`config.mk`:
```
export PLATFORM = sky130hd
export DESIGN_NAME = mantissa_divider_11b
export DESIGN_NICKNAME = d
export VERILOG_FILES = /design/src/rtl/mantissa_divider_11b.sv
export SDC_FILE = /design/constraint.sdc
export NUM_CORES = 1
export LEC_CHECK = 0
export CAP_MARGIN = 20
export CORE_ASPECT_RATIO = 1.25
export CORE_UTILIZATION = 45
export CTS_BUF_LIST = sky130_fd_sc_hd__clkbuf_4 sky130_fd_sc_hd__clkbuf_8
export CTS_CLUSTER_DIAMETER = 80
export DETAILED_ROUTE_END_ITERATION = 12
export PLACE_DENSITY_LB_ADDON = 0.08
export SLEW_MARGIN = 20
export SYNTH_ARGS = -nofsm -noshare
export SYNTH_HDL_FRONTEND = slang
export SYNTH_SLANG_ARGS = --single-unit
```
`constraint.sdc`:
```
create_clock -name clk -period 2.7 [get_ports clk]
set_input_delay 0.54 -clock clk [delete_from_list [all_inputs] [get_ports clk]]
set_output_delay 0.54 -clock clk [all_outputs]
set_load 0.02 [all_outputs]
```
`src/rtl/mantissa_divider_11b.sv`:
```
// Sequential restoring divider for 11-bit normalized mantissas: one quotient bit per
// cycle, 14 iterations, 13 result bits (significand + R + G) plus sticky/norm/div-by-zero.
module mantissa_divider_11b (
    input  logic        clk,
    input  logic        nRST,
    input  logic        start,
    input  logic [10:0] a,
    input  logic [10:0] b,
    output logic        busy,
    output logic        done,
    output logic [12:0] result,
    output logic        norm,
    output logic        round_loss,
    output logic        div_by_zero
);

    localparam logic [1:0] ST_IDLE = 2'd0;
    localparam logic [1:0] ST_DIV  = 2'd1;
    localparam logic [1:0] ST_DONE = 2'd2;

    logic [1:0]  state_r;
    logic [1:0]  state_nxt_s;
    logic [11:0] rem_r;
    logic [11:0] rem_nxt_s;
    logic [11:0] diff_s;
    logic [10:0] dvs_r;
    logic [13:0] quo_r;
    logic [13:0] quo_nxt_s;
    logic [3:0]  cnt_r;
    logic        accept_s;
    logic        ge_s;
    logic        last_s;
    logic        busy_r;
    logic        done_r;
    logic [12:0] result_r;
    logic        norm_r;
    logic        round_loss_r;
    logic        div_by_zero_r;

    // One restoring step; r < 2d keeps the shifted remainder inside 12 bits.
    always_comb begin
        accept_s  = start && ((state_r == ST_IDLE) || (state_r == ST_DONE));
        ge_s      = (rem_r >= {1'b0, dvs_r});
        diff_s    = rem_r - {1'b0, dvs_r};
        last_s    = (cnt_r == 4'd13);
        quo_nxt_s = {quo_r[12:0], ge_s};
        if (ge_s) begin
            rem_nxt_s = {diff_s[10:0], 1'b0};
        end else begin
            rem_nxt_s = {rem_r[10:0], 1'b0};
        end
    end

    // Next-state decode; a zero divisor skips straight to DONE.
    always_comb begin
        state_nxt_s = state_r;
        case (state_r)
            ST_IDLE, ST_DONE: begin
                if (accept_s) begin
                    if (b == 11'd0) begin
                        state_nxt_s = ST_DONE;
                    end else begin
                        state_nxt_s = ST_DIV;
                    end
                end else begin
                    state_nxt_s = ST_IDLE;
                end
            end
            ST_DIV: begin
                if (last_s) begin
                    state_nxt_s = ST_DONE;
                end else begin
                    state_nxt_s = ST_DIV;
                end
            end
            default: state_nxt_s = ST_IDLE;
        endcase
    end

    // State, datapath and result registers; result fields only change on entry to DONE.
    always_ff @(posedge clk or negedge nRST) begin
        if (!nRST) begin
            state_r       <= ST_IDLE;
            rem_r         <= 12'd0;
            dvs_r         <= 11'd0;
            quo_r         <= 14'd0;
            cnt_r         <= 4'd0;
            busy_r        <= 1'b0;
            done_r        <= 1'b0;
            result_r      <= 13'd0;
            norm_r        <= 1'b0;
            round_loss_r  <= 1'b0;
            div_by_zero_r <= 1'b0;
        end else begin
            state_r <= state_nxt_s;
            busy_r  <= (state_nxt_s == ST_DIV);
            done_r  <= (state_nxt_s == ST_DONE);
            if (accept_s) begin
                if (b == 11'd0) begin
                    result_r      <= 13'h1FFF;
                    norm_r        <= 1'b0;
                    round_loss_r  <= 1'b0;
                    div_by_zero_r <= 1'b1;
                end else begin
                    rem_r <= {1'b0, a};
                    dvs_r <= b;
                    quo_r <= 14'd0;
                    cnt_r <= 4'd0;
                end
            end else if (state_r == ST_DIV) begin
                rem_r <= rem_nxt_s;
                quo_r <= quo_nxt_s;
                cnt_r <= cnt_r + 4'd1;
                if (last_s) begin
                    div_by_zero_r <= 1'b0;
                    if (quo_nxt_s[13]) begin
                        result_r     <= quo_nxt_s[13:1];
                        norm_r       <= 1'b0;
                        round_loss_r <= quo_nxt_s[0] | (rem_nxt_s != 12'd0);
                    end else begin
                        result_r     <= quo_nxt_s[12:0];
                        norm_r       <= 1'b1;
                        round_loss_r <= (rem_nxt_s != 12'd0);
                    end
                end
            end
        end
    end

    assign busy        = busy_r;
    assign done        = done_r;
    assign result      = result_r;
    assign norm        = norm_r;
    assign round_loss  = round_loss_r;
    assign div_by_zero = div_by_zero_r;

endmodule

```
# Yosys cells after proc, flatten, opt, wreduce, memory -nomap -nowiden
# Index checks and enable logic that the tools add are counted.
[word_totals] out_inout_bits=18 reg_bits=60 wordCells=66
[op_classes] n_mux=32 n_bitwise=2 reduce_logical=11 add_sub_neg=2 n_eq_ne=7 magnitude_cmp=1
[ops] operator="two-way mux 13 bit" count=8
[ops] operator="two-way mux 12 bit" count=4
[ops] operator="two-way mux 1 bit" count=13
[ops] operator=">= comparator 12 x 11 -> 1 bit" count=1
[ops] operator="two-way mux 4 bit" count=3
[ops] operator="nonzero test 12 bit" count=1
[ops] operator="logical NOT 11 bit" count=1
[ops] operator="subtractor 11 bit" count=1
[ops] operator="two-way mux 2 bit" count=3
[ops] operator="adder 4 x 1 -> 4 bit, second input constant" count=1
[ops] operator="equality test 2 x 1 -> 1 bit, second input constant" count=2
[ops] operator="equality test 2 bit, second input constant" count=2
[ops] operator="equality test 4 bit, second input constant" count=1
[ops] operator="case mux 2 bit (2 select lines)" count=1
[ops] operator="AND reduction 2 bit" count=2
[ops] operator="nonzero test 2 bit" count=2
[ops] operator="AND reduction 3 bit" count=1
[ops] operator="logical NOT 2 bit" count=1
[ops] operator="inequality test 2 x 1 -> 1 bit, second input constant" count=1
[ops] operator="inequality test 2 bit, second input constant" count=1
[ops] operator="OR reduction 2 bit" count=1
[ops] operator="logical AND 1 bit" count=1
[ops] operator="logical OR 1 bit" count=1
[ops] operator="inverter 1 bit" count=1
[ops] operator="bitwise OR 1 bit" count=1

# Longest topological paths before layout
# Gate-level depths: netlist of the first run.
[logic_depth] ltp_word=8 depth_mapped=10 depth_no_buf=9

# Worst setup path after synthesis of the first run
# OpenSTA, ideal clock, no wires.
[synth_path] path_type="register to register" from="register rem_r[0]" to="register round_loss_r, in the netlist round_loss" arrival_time_ps=2196 path_slack_ps=361 n_path_buf=0 path_stages_with_launch=10 synth_period_minus_slack_ps=2339 required_time_ps=2557 path_cell_list="dfrtp_1 -> inv_1 -> ha_1 -> fa_1 -> nand2b_1 -> a21oi_1 -> xor2_1 -> or4_1 -> o31ai_1 -> a41oi_1"
[synth_between] elab_chain_cells=8 word_cells_on_any_way=9 classes_between="add/sub (1); order compare (1); mux (5); bitwise (1); reduce/logical (1)"
[synth_rtl] element="start, declared" line="23" rtl="logic [11:0] rem_r;"
[synth_rtl] element="start signal, assigned" line="105" rtl="rem_r <= {1'b0, a};"
[synth_rtl] element="start signal, assigned" line="111" rtl="rem_r <= rem_nxt_s;"
[synth_rtl] element="subtractor 11 bit / >= comparator 12 x 11 -> 1 bit (equally long branches)" line="44, 43"
[synth_rtl] element="two-way mux 12 bit" line="47" rtl="if (ge_s) begin"
[synth_rtl] element="nonzero test 12 bit" line="119, 123"
[synth_rtl] element="bitwise OR 1 bit" line="119" rtl="round_loss_r <= quo_nxt_s[0] | (rem_nxt_s != 12'd0);"
[synth_rtl] element="two-way mux 1 bit (*)" line="116" rtl="if (quo_nxt_s[13]) begin"
[synth_rtl] element="two-way mux 1 bit (*)" line="114" rtl="if (last_s) begin"
[synth_rtl] element="two-way mux 1 bit (*)" line="110" rtl="end else if (state_r == ST_DIV) begin"
[synth_rtl] element="two-way mux 1 bit (*)" line="98" rtl="if (accept_s) begin"
[synth_rtl] element="end signal, assigned" line="119"
[synth_rtl] element="end signal, assigned" line="123" rtl="round_loss_r <= (rem_nxt_s != 12'd0);"
[synth_rtl] element="end, declared" line="37" rtl="logic round_loss_r;"
# Every way passes the cells marked *; elsewhere a longest branch is shown, timed or not. The select of a mux whose other input is x is not followed.
# A chain may end at the register's enable or synchronous reset.

# Final worst setup path of the first run
# Ends and elaborated chain as after synthesis.

==> out/qor.yml, run 1 <==
clockBufferDepth: 2
ys_warn_count: 0
cap_violations: 0
cts.reportedPaths.clkPinSlew_ns: 0.07
grt_start_max_net_pins: 34
worst_slack_on_hold_paths_ns: 0.235
syn-mean-instance-area_um2: 9.20
xor_xnor_fraction_of_synth_area_pct: 1.78
detail-route-antenna-nets: 0
timing.slew.headroom_pct: 54.5
final_routed_wirelength_um: 8670
worst_setup_path_end_kind: "flip-flop"
drv_slew: 0
timing.critical_path.fanout_max: 5
dpl.hpwl_um: 6300
grt_overflow_total: 0
insertedDiodeCount: 0
synthMuxAreaShare_pct: 4.69
post-route-period-util_pct: 91.7
yosysUniqueCellTypes: 62
start_kind: "flip-flop"
io-pin-count: 43
grt_pass1_vias: 2967
cts_inserted_buffers: 9
synthCells: 374
drtPass1Iterations: 4
vias_per_cell: 5.65
timing.critical_path.required_ns: 2.90
clk_latency_ns: 0.34
shortest_period_the_worst_path_allows_ns: 2.48
wl_per_cell_um: 16.8
power.leakage_nw: 1.79
cts.sink_count: 60
ctsRootBufferMaster: "sky130_fd_sc_hd__clkbuf_8"
max-vdd-ir-drop_v: 0.000645
final.setup_skew_ns: 0.00830
finalSetupViolCount: 0
die-height_um: 99.8
dr.first_iter.drc_count: 137
final_hold_violating_endpoints: 0
synth-async-reset-ratio_pct: 100
worst_hold_path_type: "in2async"
initial_core_util_pct: 46.5
nNetsFinal: 460
synthTopCellsByArea: "sky130_fd_sc_hd__dfrtp_1 (44%), sky130_fd_sc_hd__nand2_1 (6.3%), sky130_fd_sc_hd__ha_1 (4.7%), sky130_fd_sc_hd__o21ai_0 (4.5%), sky130_fd_sc_hd__mux2i_1 (4.4%)"
clock.fmax_mhz: 404
postLayoutCellArea_um2: 4210
grt_first_pass_wirelength_um: 14800
pwr_density_cell_nw_per_um2: 1550
grt_util_all_layers_pct: 24.5
num_rows: 35
largest_family_of_logic_cells_by_synthesized_area: "simple AND/OR/NAND/NOR gates"
core_area_um2: 7400
synthesis_to_finish_area_growth_pct: 22.2
post_synth_and_or_nand_nor_area_fraction_pct: 21.1
cp_data_arrival_time_ns: 2.68
placement.cell_area_um2: 3980
synth_adder_area_share_pct: 5.31
status: "complete, no violations"
placement.io_buffers: 42
antenna_violations_before_repair: 0
post-route-drc-count: 0
tritoncts: "yes"
yosys_most_used_dff: "sky130_fd_sc_hd__dfrtp_1"
flops_latches_synth: 60
num_vias: 2922
post_route_cells_drive_above_1_share_pct: 11.1
synth_compound_area_share_pct: 18.2
synth_largest_area_cell: "sky130_fd_sc_hd__dfrtp_1"
cts_htree_levels: 3
mappedNetlistArea_um2: 3440
synth_edf_count: 0
tightest_slew_ns: 0.683
post-synth-top-area-fraction_pct: 43.6
syn_nets: 413
die_area_um2: 8000
synth-seq-area-share_pct: 43.6
routabilityCongestion: 0.927
dieWidth_um: 80.2
setup.worst_path.class: "reg2reg"
## what timing repair did
action	4_1_cts	5_1_grt
hold endpoints to repair	0	0
gates resized for setup	0	2
hold buffers	0	0
setup endpoints to repair	0	1
buffers inserted	0	0
## worst max-delay path: stages, from the launching register on
cell and delay (ns):
sky130_fd_sc_hd__dfrtp_1 0.37, sky130_fd_sc_hd__inv_1 0.07, sky130_fd_sc_hd__ha_1 0.23, sky130_fd_sc_hd__fa_2 0.59, sky130_fd_sc_hd__nand4_1 0.13, sky130_fd_sc_hd__o221a_2 0.30
sky130_fd_sc_hd__o211ai_1 0.11, sky130_fd_sc_hd__o21ai_0 0.12, sky130_fd_sc_hd__o31ai_1 0.29, sky130_fd_sc_hd__a41oi_1 0.14
## per-layer routing
| metal | routed length [um] | up-vias | global-route usage [%] | share of wire, % |
|---|---|---|---|---|
| li1 | - | 1439 | - | - |
| met5 | 0 | - | 0 | 0 |
| met3 | 306 | 10 | 4.45 | 3.5 |
| met1 | 3840 | 1401 | 30.7 | 44 |
| met4 | 134 | 0 | 8.79 | 1.5 |
| met2 | 4380 | 72 | 41.9 | 51 |
## cell type report
| class | instances | area [um^2] |
|---|---|---|
| sequential | 60 | 1500 |
| timing repair buffer | 56 | 533 |
| inverter | 18 | 67.6 |
| multi-input combinational | 276 | 1770 |
| tap | 92 | 115 |
| fill | 674 | 3190 |
| clock buffer | 11 | 151 |
| clock inverter | 4 | 72.6 |
## power breakdown
| group | switching (mW) | internal, mW |
|---|---|---|
| sequential | 0.339 | 1.35 |
| combinational | 2.20 | 1.68 |
| clock | 0.366 | 0.563 |
| total | 2.91 | 3.60 |
## worst paths after layout
| kind | start | endpoint | slack (ns) | cells past startpoint |
|---|---|---|---|---|
| max | rem_r[0] | round_loss | 0.22 | 9 |
| min | nRST | state_r[0] | 0.23 | 1 |
| max reg2reg | rem_r[0] | round_loss | 0.22 | 9 |
| min reg2reg | state_r[1] | state_r[0] | 0.50 | 1 |
| max in group asynchronous | nRST | quo_r[10] | 1.85 | 2 |
| min in group clk | state_r[1] | state_r[0] | 0.50 | 1 |
## sequential cells by signal (all words and copies together) (netlist names)
name,flops
state_r,2
busy,1
rem_r,12
result,13
cnt_r,4
round_loss,1
quo_r,13
dvs_r,11
norm,1
div_by_zero,1
done,1
## through the flow
stage	setup TNS (ns)	util, %	cells	power (mW)	worst slack [ns]
2_1_floorplan	0	-	374	4.45	0.361
3_3_place_gp	0	53.7	502	5.47	0.234
3_5_place_dp	0	53.7	502	5.53	0.189
4_1_cts	0	56.8	517	6.48	0.162
5_1_grt	-0.0121	56.8	517	7.08	-0.0121
6_report	0	56.8	517	6.50	0.225
## placed cells by master (no fill, tap or decap), types with 2 or more instances in the layout
cell and n:
sky130_fd_sc_hd__dfrtp_1 60, sky130_fd_sc_hd__nand2_1 58, sky130_fd_sc_hd__clkdlybuf4s50_1 41, sky130_fd_sc_hd__o21ai_0 31
sky130_fd_sc_hd__a21oi_1 22, sky130_fd_sc_hd__inv_1 18, sky130_fd_sc_hd__nor3_1 18, sky130_fd_sc_hd__mux2i_1 15
sky130_fd_sc_hd__ha_1 13, sky130_fd_sc_hd__buf_4 13, sky130_fd_sc_hd__nand3_1 11, sky130_fd_sc_hd__clkbuf_8 11
sky130_fd_sc_hd__nor2_1 9, sky130_fd_sc_hd__nand4_1 7, sky130_fd_sc_hd__o22ai_1 7, sky130_fd_sc_hd__nand2b_1 6
sky130_fd_sc_hd__xor2_1 5, sky130_fd_sc_hd__a211oi_1 5, sky130_fd_sc_hd__nor4_1 4, sky130_fd_sc_hd__and3_1 4
sky130_fd_sc_hd__nor2_2 4, sky130_fd_sc_hd__nor2b_1 4, sky130_fd_sc_hd__o211ai_1 4, sky130_fd_sc_hd__a21oi_2 3
sky130_fd_sc_hd__o21ai_1 3, sky130_fd_sc_hd__o31ai_1 3, sky130_fd_sc_hd__and2_1 2, sky130_fd_sc_hd__xnor2_1 2
sky130_fd_sc_hd__a21o_1 2, sky130_fd_sc_hd__o311a_1 2, sky130_fd_sc_hd__a22o_1 2, sky130_fd_sc_hd__bufinv_16 2
## logic make-up after synthesis
| family | Yosys count |
|---|---|
| AO/OA/AOI/OAI | 99 |
| XOR/XNOR | 7 |
| adder cells (fa/ha/maj) | 14 |
| buffers and inverters | 38 |
| flip-flops | 60 |
| multiplexers | 16 |
| AND/OR/NAND/NOR | 140 |
## Yosys cell counts, drive strengths merged, types with 5 or more instances
| cell type | number |
|---|---|
| o22ai | 8 |
| a211oi | 5 |
| ha | 13 |
| nand4 | 7 |
| buf | 5 |
| mux2i | 15 |
| dfrtp | 60 |
| xor2 | 5 |
| o211ai | 5 |
| nand2 | 58 |
| nor3 | 18 |
| nand2b | 6 |
| nor2 | 14 |
| o21ai | 34 |
| a21oi | 25 |
| nor4 | 5 |
| nand3 | 11 |
| inv | 18 |
| clkbuf | 15 |
Power figures use the tool's default switching activity.
==> run 2, diff against run 1 <==
- ABC_AREA: not set -> 1
==> run 2 against run 1 <==
  * Design area shrank 4.2%
  * Register-to-register slack improved by 0.07 ns
  * Utilization is 0.23 points higher
  * Combinational power down 7.2%
  * Final cell count up 8.7%
  * Die area shrank 3.6%
  * Maximum frequency grew 3.1%
  * Critical endpoint unchanged
==> out/qor.yml, run 2 <==
yosys_most_used_dff: "sky130_fd_sc_hd__dfrtp_1"
post-route-period-util_pct: 88.9
placement.io_buffers: 42
grt_overflow_total: 0
dieWidth_um: 78.8
dr.first_iter.drc_count: 115
grt_start_max_net_pins: 32
tritoncts: "yes"
timing.critical_path.required_ns: 2.92
dpl.hpwl_um: 5810
nNetsFinal: 507
final_hold_violating_endpoints: 0
cts.sink_count: 60
wl_per_cell_um: 13.8
core_area_um2: 7060
synth_edf_count: 0
syn-mean-instance-area_um2: 7.90
cts_htree_levels: 3
worst_slack_on_hold_paths_ns: 0.253
synth_adder_area_share_pct: 5.51
synth-seq-area-share_pct: 45.3
yosysUniqueCellTypes: 33
grt_pass1_vias: 2861
slowest_cell_delay_on_critical_path_ns: 0.42
pwr_density_cell_nw_per_um2: 1470
finalSetupViolCount: 0
initial_core_util_pct: 47.0
tightest_slew_ns: 0.717
grt_util_all_layers_pct: 22.1
num_vias: 2814
layout.cells.most_common_list: "sky130_fd_sc_hd__nand2_1 (107), sky130_fd_sc_hd__dfrtp_1 (60), sky130_fd_sc_hd__inv_1 (53), sky130_fd_sc_hd__clkdlybuf4s50_1 (41)"
cp_common_cell: "sky130_fd_sc_hd__nand2_1"
postCtsHoldBufs: 0
mostFrequentLayoutCell: "sky130_fd_sc_hd__nand2_1"
post_synth_and_or_nand_nor_area_fraction_pct: 25.2
synthMuxAreaShare_pct: 0
setup.worst_path.class: "reg2reg"
clock.fmax_mhz: 416
cap_violations: 0
rsz0062_at_grt: "false"
flops_latches_synth: 60
r2r_end: "round_loss"
cts_inserted_buffers: 9
post-route-drc-count: 0
critPathCapture: "round_loss"
detail-route-antenna-nets: 0
syn_nets: 459
clockBufferDepth: 2
synth_common_cells: "sky130_fd_sc_hd__nand2_1 (107), sky130_fd_sc_hd__dfrtp_1 (60), sky130_fd_sc_hd__inv_1 (53)"
largest_family_of_logic_cells_by_synthesized_area: "simple AND/OR/NAND/NOR gates"
insertedDiodeCount: 0
status: "complete, no violations"
post-synth-top-area-fraction_pct: 45.3
synth_largest_area_cell: "sky130_fd_sc_hd__dfrtp_1"
postCtsSetupRepairBufs: 0
xor_xnor_fraction_of_synth_area_pct: 1.06
io-pin-count: 43
crit-reg2reg-launch: "rem_r[0]"
drtPass1Iterations: 4
shortest_period_the_worst_path_allows_ns: 2.40
cp_data_arrival_time_ns: 2.63
drv_slew: 0
die-height_um: 98.0
worst_hold_path_type: "in2async"
final_routed_wirelength_um: 7760
register_area_um2: 1500
reg2reg_depth: 17
synthTopCellsByArea: "sky130_fd_sc_hd__dfrtp_1 (45%), sky130_fd_sc_hd__nand2_1 (12%), sky130_fd_sc_hd__inv_1 (6.0%), sky130_fd_sc_hd__ha_1 (4.9%), sky130_fd_sc_hd__a21oi_1 (4.5%)"
synthesis_to_finish_area_growth_pct: 21.5
cts.reportedPaths.clkPinSlew_ns: 0.07
vias_per_cell: 5.01
worstSetupStartpoint: "rem_r[0]"
timing.critical_path.fanout_max: 16
grt_first_pass_wirelength_um: 13200
ys_warn_count: 0
synth_compound_area_share_pct: 14.5
path_cells: "inv_1 -> ha_1 -> fa_1 -> inv_1 -> nand2_1 -> nand2_2 -> nand2_4 -> nand2_4 -> nand2_4 -> nand3_4 -> nand3_1 -> o21ai_2 -> nand2_1 -> nor2_1 -> nand3_1 -> nand2_1 -> nand2_1"
post_route_cells_drive_above_1_share_pct: 10.4
die_area_um2: 7720
synth-async-reset-ratio_pct: 100
antenna_violations_before_repair: 0
num_rows: 34
critPathSlowestCell: "sky130_fd_sc_hd__fa_1"
setup-tns-final_ns: 0
routabilityCongestion: 0.851
power.leakage_nw: 1.94
max-vdd-ir-drop_v: 0.000664
final.setup_skew_ns: 0.00464
mappedNetlistArea_um2: 3320
start_kind: "flip-flop"
cells_resized_by_post_cts_repair: 0
ctsRootBufferMaster: "sky130_fd_sc_hd__clkbuf_8"
timing.slew.headroom_pct: 52.2
synth_most_common_cell: "sky130_fd_sc_hd__nand2_1"
fill_cells: 685
worst-r2r-setup-slack_ns: 0.30
multi_input_comb_area_um2: 1530
synthCells: 420
clk_latency_ns: 0.33
worst_setup_path_end_kind: "flip-flop"
run 2: routing by layer:
layer / global-route usage [%] / up-vias / wire length [um]
met4: 10.3 / 0 / 230
met1: 26.9 / 1304 / 3450
met3: 3.18 / 14 / 139
met5: 0 / - / 0
li1: - / 1465 / -
met2: 38.1 / 31 / 3940
run 2: area by class of cell:
type	instances	share of cell area [%]
inverters	58	5.40
clock buffers	11	3.76
clock inverters	4	0.621
multi-input cells	289	38.1
repair buffers	50	12.1
well taps	90	2.79
flip-flops and latches	60	37.3
run 2: stage by stage:
stage / setup WS, ns / instances / power [mW] / utilization [%] / instance area [um^2]
6_report: 0.299 / 562 / 5.91 / 57.1 / 4030
5_1_grt: 0.103 / 562 / 6.52 / 57.1 / 4030
4_1_cts: 0.283 / 562 / 5.95 / 57.1 / 4030
3_5_place_dp: 0.205 / 547 / 5.20 / 54.6 / 3850
3_3_place_gp: 0.257 / 547 / 5.15 / 54.6 / 3850
2_1_floorplan: 0.607 / 420 / 4.29 / - / 3320
run 2: worst min path at each step:
stage | start | end | depth (start not counted)
detailed placement | cnt_r[3] | cnt_r[3] | 1
CTS | nRST | result[9] | 1
floorplan | nRST | busy | 0
finish | nRST | result[9] | 1
global placement | cnt_r[3] | cnt_r[3] | 1
global route | nRST | result[9] | 1
run 2: critical path: cells and delay by family, from the launching register on:
family / cells / cell delay, ns
buf+inv: 2 / 0.13
fa+ha+maj: 2 / 0.65
flops: 1 / 0.35
simple gates: 12 / 1.04
compound gates: 1 / 0.11
run 2: where the power goes:
group / switching (mW) / internal, mW / leakage [nW] / total (mW)
Sequential: 0.267 / 1.32 / 0.713 / 1.58
Combinational: 2.20 / 1.40 / 1.14 / 3.60
Clock: 0.349 / 0.374 / 0.0872 / 0.724
Total: 2.82 / 3.09 / 1.94 / 5.91
run 2: cells by family (layout without fill, tap and decap cells):
logic type	count (synthesis)	after routing
compound gates	86	86
xor+xnor	4	4
fa+ha+maj	14	14
buf+inv	71	123
flops	60	60
simple gates	185	185
==> run 3, diff against run 2 <==
- ABC_AREA: 1 -> not set
- GPL_ROUTABILITY_DRIVEN: not set -> 0
- clock period: 2.7 -> 2.8 ns (I/O delays scaled with it)
==> run 3 against run 2 <==
  * Maximum frequency down 6.0%
  * Non-clock buffer count up 5
  * Combinational power up 3%
  * Setup slack worse by 0.054 ns
  * Final cell count down 8.0%
  * Power up 4.9%
  * Via count up 5.0%
  * Wire length up 9.5%
  * Largest power group unchanged
  * Sequential share of layout area down 1.4 points
  * Largest cell class unchanged
==> out/qor.yml, run 3 (same netlist as run 1, synthesis figures left out) <==
timing.critical_path.max_delay_family: "adder cells"
tritoncts: "yes"
initial_core_util_pct: 46.5
final_routed_wirelength_um: 8500
register_area_um2: 1500
detail-route-antenna-nets: 0
die-height_um: 99.8
grt_pass1_vias: 3021
io-pin-count: 43
setup.worst_path.class: "reg2reg"
grt_first_pass_wirelength_um: 14800
final_hold_violating_endpoints: 0
grt_util_all_layers_pct: 24.5
placed_cells_incl_taps: 501
post_route_cells_drive_above_1_share_pct: 11.1
postCtsSetupRepairBufs: 0
multi_input_comb_area_um2: 1770
timing.critical_path.required_ns: 2.99
drv_slew: 0
post-route-drc-count: 0
setup-tns-final_ns: 0
max-vdd-ir-drop_v: 0.000610
grt_start_max_net_pins: 27
cts.reportedPaths.clkPinSlew_ns: 0.08
path_cells: "inv_1 -> ha_1 -> fa_1 -> nand2b_1 -> a21oi_2 -> xor2_1 -> or4_1 -> o31ai_1 -> a41oi_1"
cts_inserted_buffers: 9
num_vias: 2954
power.leakage_nw: 1.78
wl_per_cell_um: 16.4
crit_buf_inv: 1
postCtsHoldBufs: 0
mostFrequentLayoutCell: "sky130_fd_sc_hd__dfrtp_1"
cts.sink_count: 60
start_kind: "flip-flop"
slowest_cell_delay_on_critical_path_ns: 0.40
grt_overflow_total: 0
r2r_end: "round_loss"
cp_data_arrival_time_ns: 2.75
nNetsFinal: 459
core_area_um2: 7400
tightest_slew_ns: 0.583
shortest_period_the_worst_path_allows_ns: 2.56
clockBufferDepth: 2
rsz0062_at_grt: "false"
layout.cells.most_common_list: "sky130_fd_sc_hd__dfrtp_1 (60), sky130_fd_sc_hd__nand2_1 (58), sky130_fd_sc_hd__clkdlybuf4s50_1 (41), sky130_fd_sc_hd__o21ai_0 (31), sky130_fd_sc_hd__a21oi_1 (22)"
drtPass1Iterations: 4
ctsRootBufferMaster: "sky130_fd_sc_hd__clkbuf_8"
worst_hold_path_type: "in2async"
die_area_um2: 8000
clock.fmax_mhz: 391
finalSetupViolCount: 0
vias_per_cell: 5.71
placement.cell_area_um2: 3960
cap_violations: 0
crit-reg2reg-launch: "rem_r[0]"
cts_htree_levels: 3
pwr_density_cell_nw_per_um2: 1480
insertedDiodeCount: 0
dieWidth_um: 80.2
fill_cells: 679
worst-r2r-setup-slack_ns: 0.24
num_rows: 35
timing.critical_path.fanout_max: 3
postLayoutCellArea_um2: 4180
post-route-period-util_pct: 91.3
critPathSlowestCell: "sky130_fd_sc_hd__fa_1"
placement.io_buffers: 42
clk_latency_ns: 0.34
reg2reg_depth: 9
antenna_violations_before_repair: 0
dr.first_iter.drc_count: 203
final.setup_skew_ns: 0.0115
dpl.hpwl_um: 6160
status: "complete, no violations"
worst_setup_path_end_kind: "flip-flop"
timing.slew.headroom_pct: 61.1
final_non_filler_cell_total: 517
synthesis_to_finish_area_growth_pct: 21.6
run 3: cell types whose count changed in the layout (fill, tap and decap cells not counted), moves of 5 or more:
cell and delta:
sky130_fd_sc_hd__nand2_1 -49, sky130_fd_sc_hd__inv_1 -35, sky130_fd_sc_hd__nor2_1 -19, sky130_fd_sc_hd__mux2i_1 +15
sky130_fd_sc_hd__nor3_1 +15, sky130_fd_sc_hd__a21oi_1 -8, sky130_fd_sc_hd__o22ai_1 -7, sky130_fd_sc_hd__buf_4 +6
sky130_fd_sc_hd__nand2_2 -6, sky130_fd_sc_hd__nand2b_1 +6, sky130_fd_sc_hd__a211oi_1 +5, sky130_fd_sc_hd__inv_2 -5
sky130_fd_sc_hd__nand3_1 -5, sky130_fd_sc_hd__nand4_1 -5
run 3: stage by stage:
| stage | setup WS (ns) | total power [mW] | util, % | hold WS, ns |
|---|---|---|---|---|
| 6_report | 0.244 | 6.20 | 56.5 | 0.209 |
| 3_5_place_dp | 0.116 | 5.30 | 53.5 | 0.471 |
| 4_1_cts | 0.105 | 6.21 | 56.4 | 0.231 |
| 3_3_place_gp | 0.231 | 5.25 | 53.5 | 0.464 |
| 2_1_floorplan | 0.461 | 4.29 | - | 0.264 |
| 5_1_grt | 0.0583 | 6.78 | 56.5 | 0.235 |
run 3: worst max-delay path by stage:
stage,startpoint,to,slack [ns],cells past startpoint
global placement,b[1],rem_r[2],0.23,7
finish,rem_r[0],round_loss,0.24,9
CTS,rem_r[0],rem_r[8],0.11,9
global route,rem_r[0],round_loss,0.06,9
detailed placement,rem_r[0],round_loss,0.12,9
floorplan,rem_r[0],round_loss,0.46,9
run 3: repair_timing:
action	4_1_cts	5_1_grt
hold endpoints to repair	0	0
resized for setup	0	2
setup endpoints to repair	0	6
run 3: layer usage:
metal | GRT usage (%) | wire (um) | vias up
li1 | - | - | 1444
met1 | 30.6 | 3730 | 1423
met2 | 41.8 | 4270 | 73
met3 | 4.45 | 275 | 14
met4 | 9.07 | 213 | 0
met5 | 0 | 0 | -
run 3: final cells by class:
| cell class | count | area share (%) |
|---|---|---|
| tap | 92 | 2.75 |
| inverter | 18 | 1.61 |
| clock inverter | 6 | 2.12 |
| sequential | 60 | 35.9 |
| timing repair buffer | 55 | 12.3 |
| clock buffer | 10 | 3.14 |
| multi-input combinational | 276 | 42.2 |
run 3: where the power goes:
part	switching, mW	internal, mW	total, mW	leakage (nW)
registers	0.320	1.30	1.62	0.731
clock network	0.364	0.511	0.875	0.106
logic	2.09	1.61	3.70	0.942
run 3: worst register-to-register path, stage by stage, from the launching register on:
cell and delay, ns:
sky130_fd_sc_hd__dfrtp_1 0.38, sky130_fd_sc_hd__inv_1 0.07, sky130_fd_sc_hd__ha_1 0.23, sky130_fd_sc_hd__fa_1 0.40
sky130_fd_sc_hd__nand2b_1 0.22, sky130_fd_sc_hd__a21oi_2 0.23, sky130_fd_sc_hd__xor2_1 0.11, sky130_fd_sc_hd__or4_1 0.40
sky130_fd_sc_hd__o31ai_1 0.25, sky130_fd_sc_hd__a41oi_1 0.15
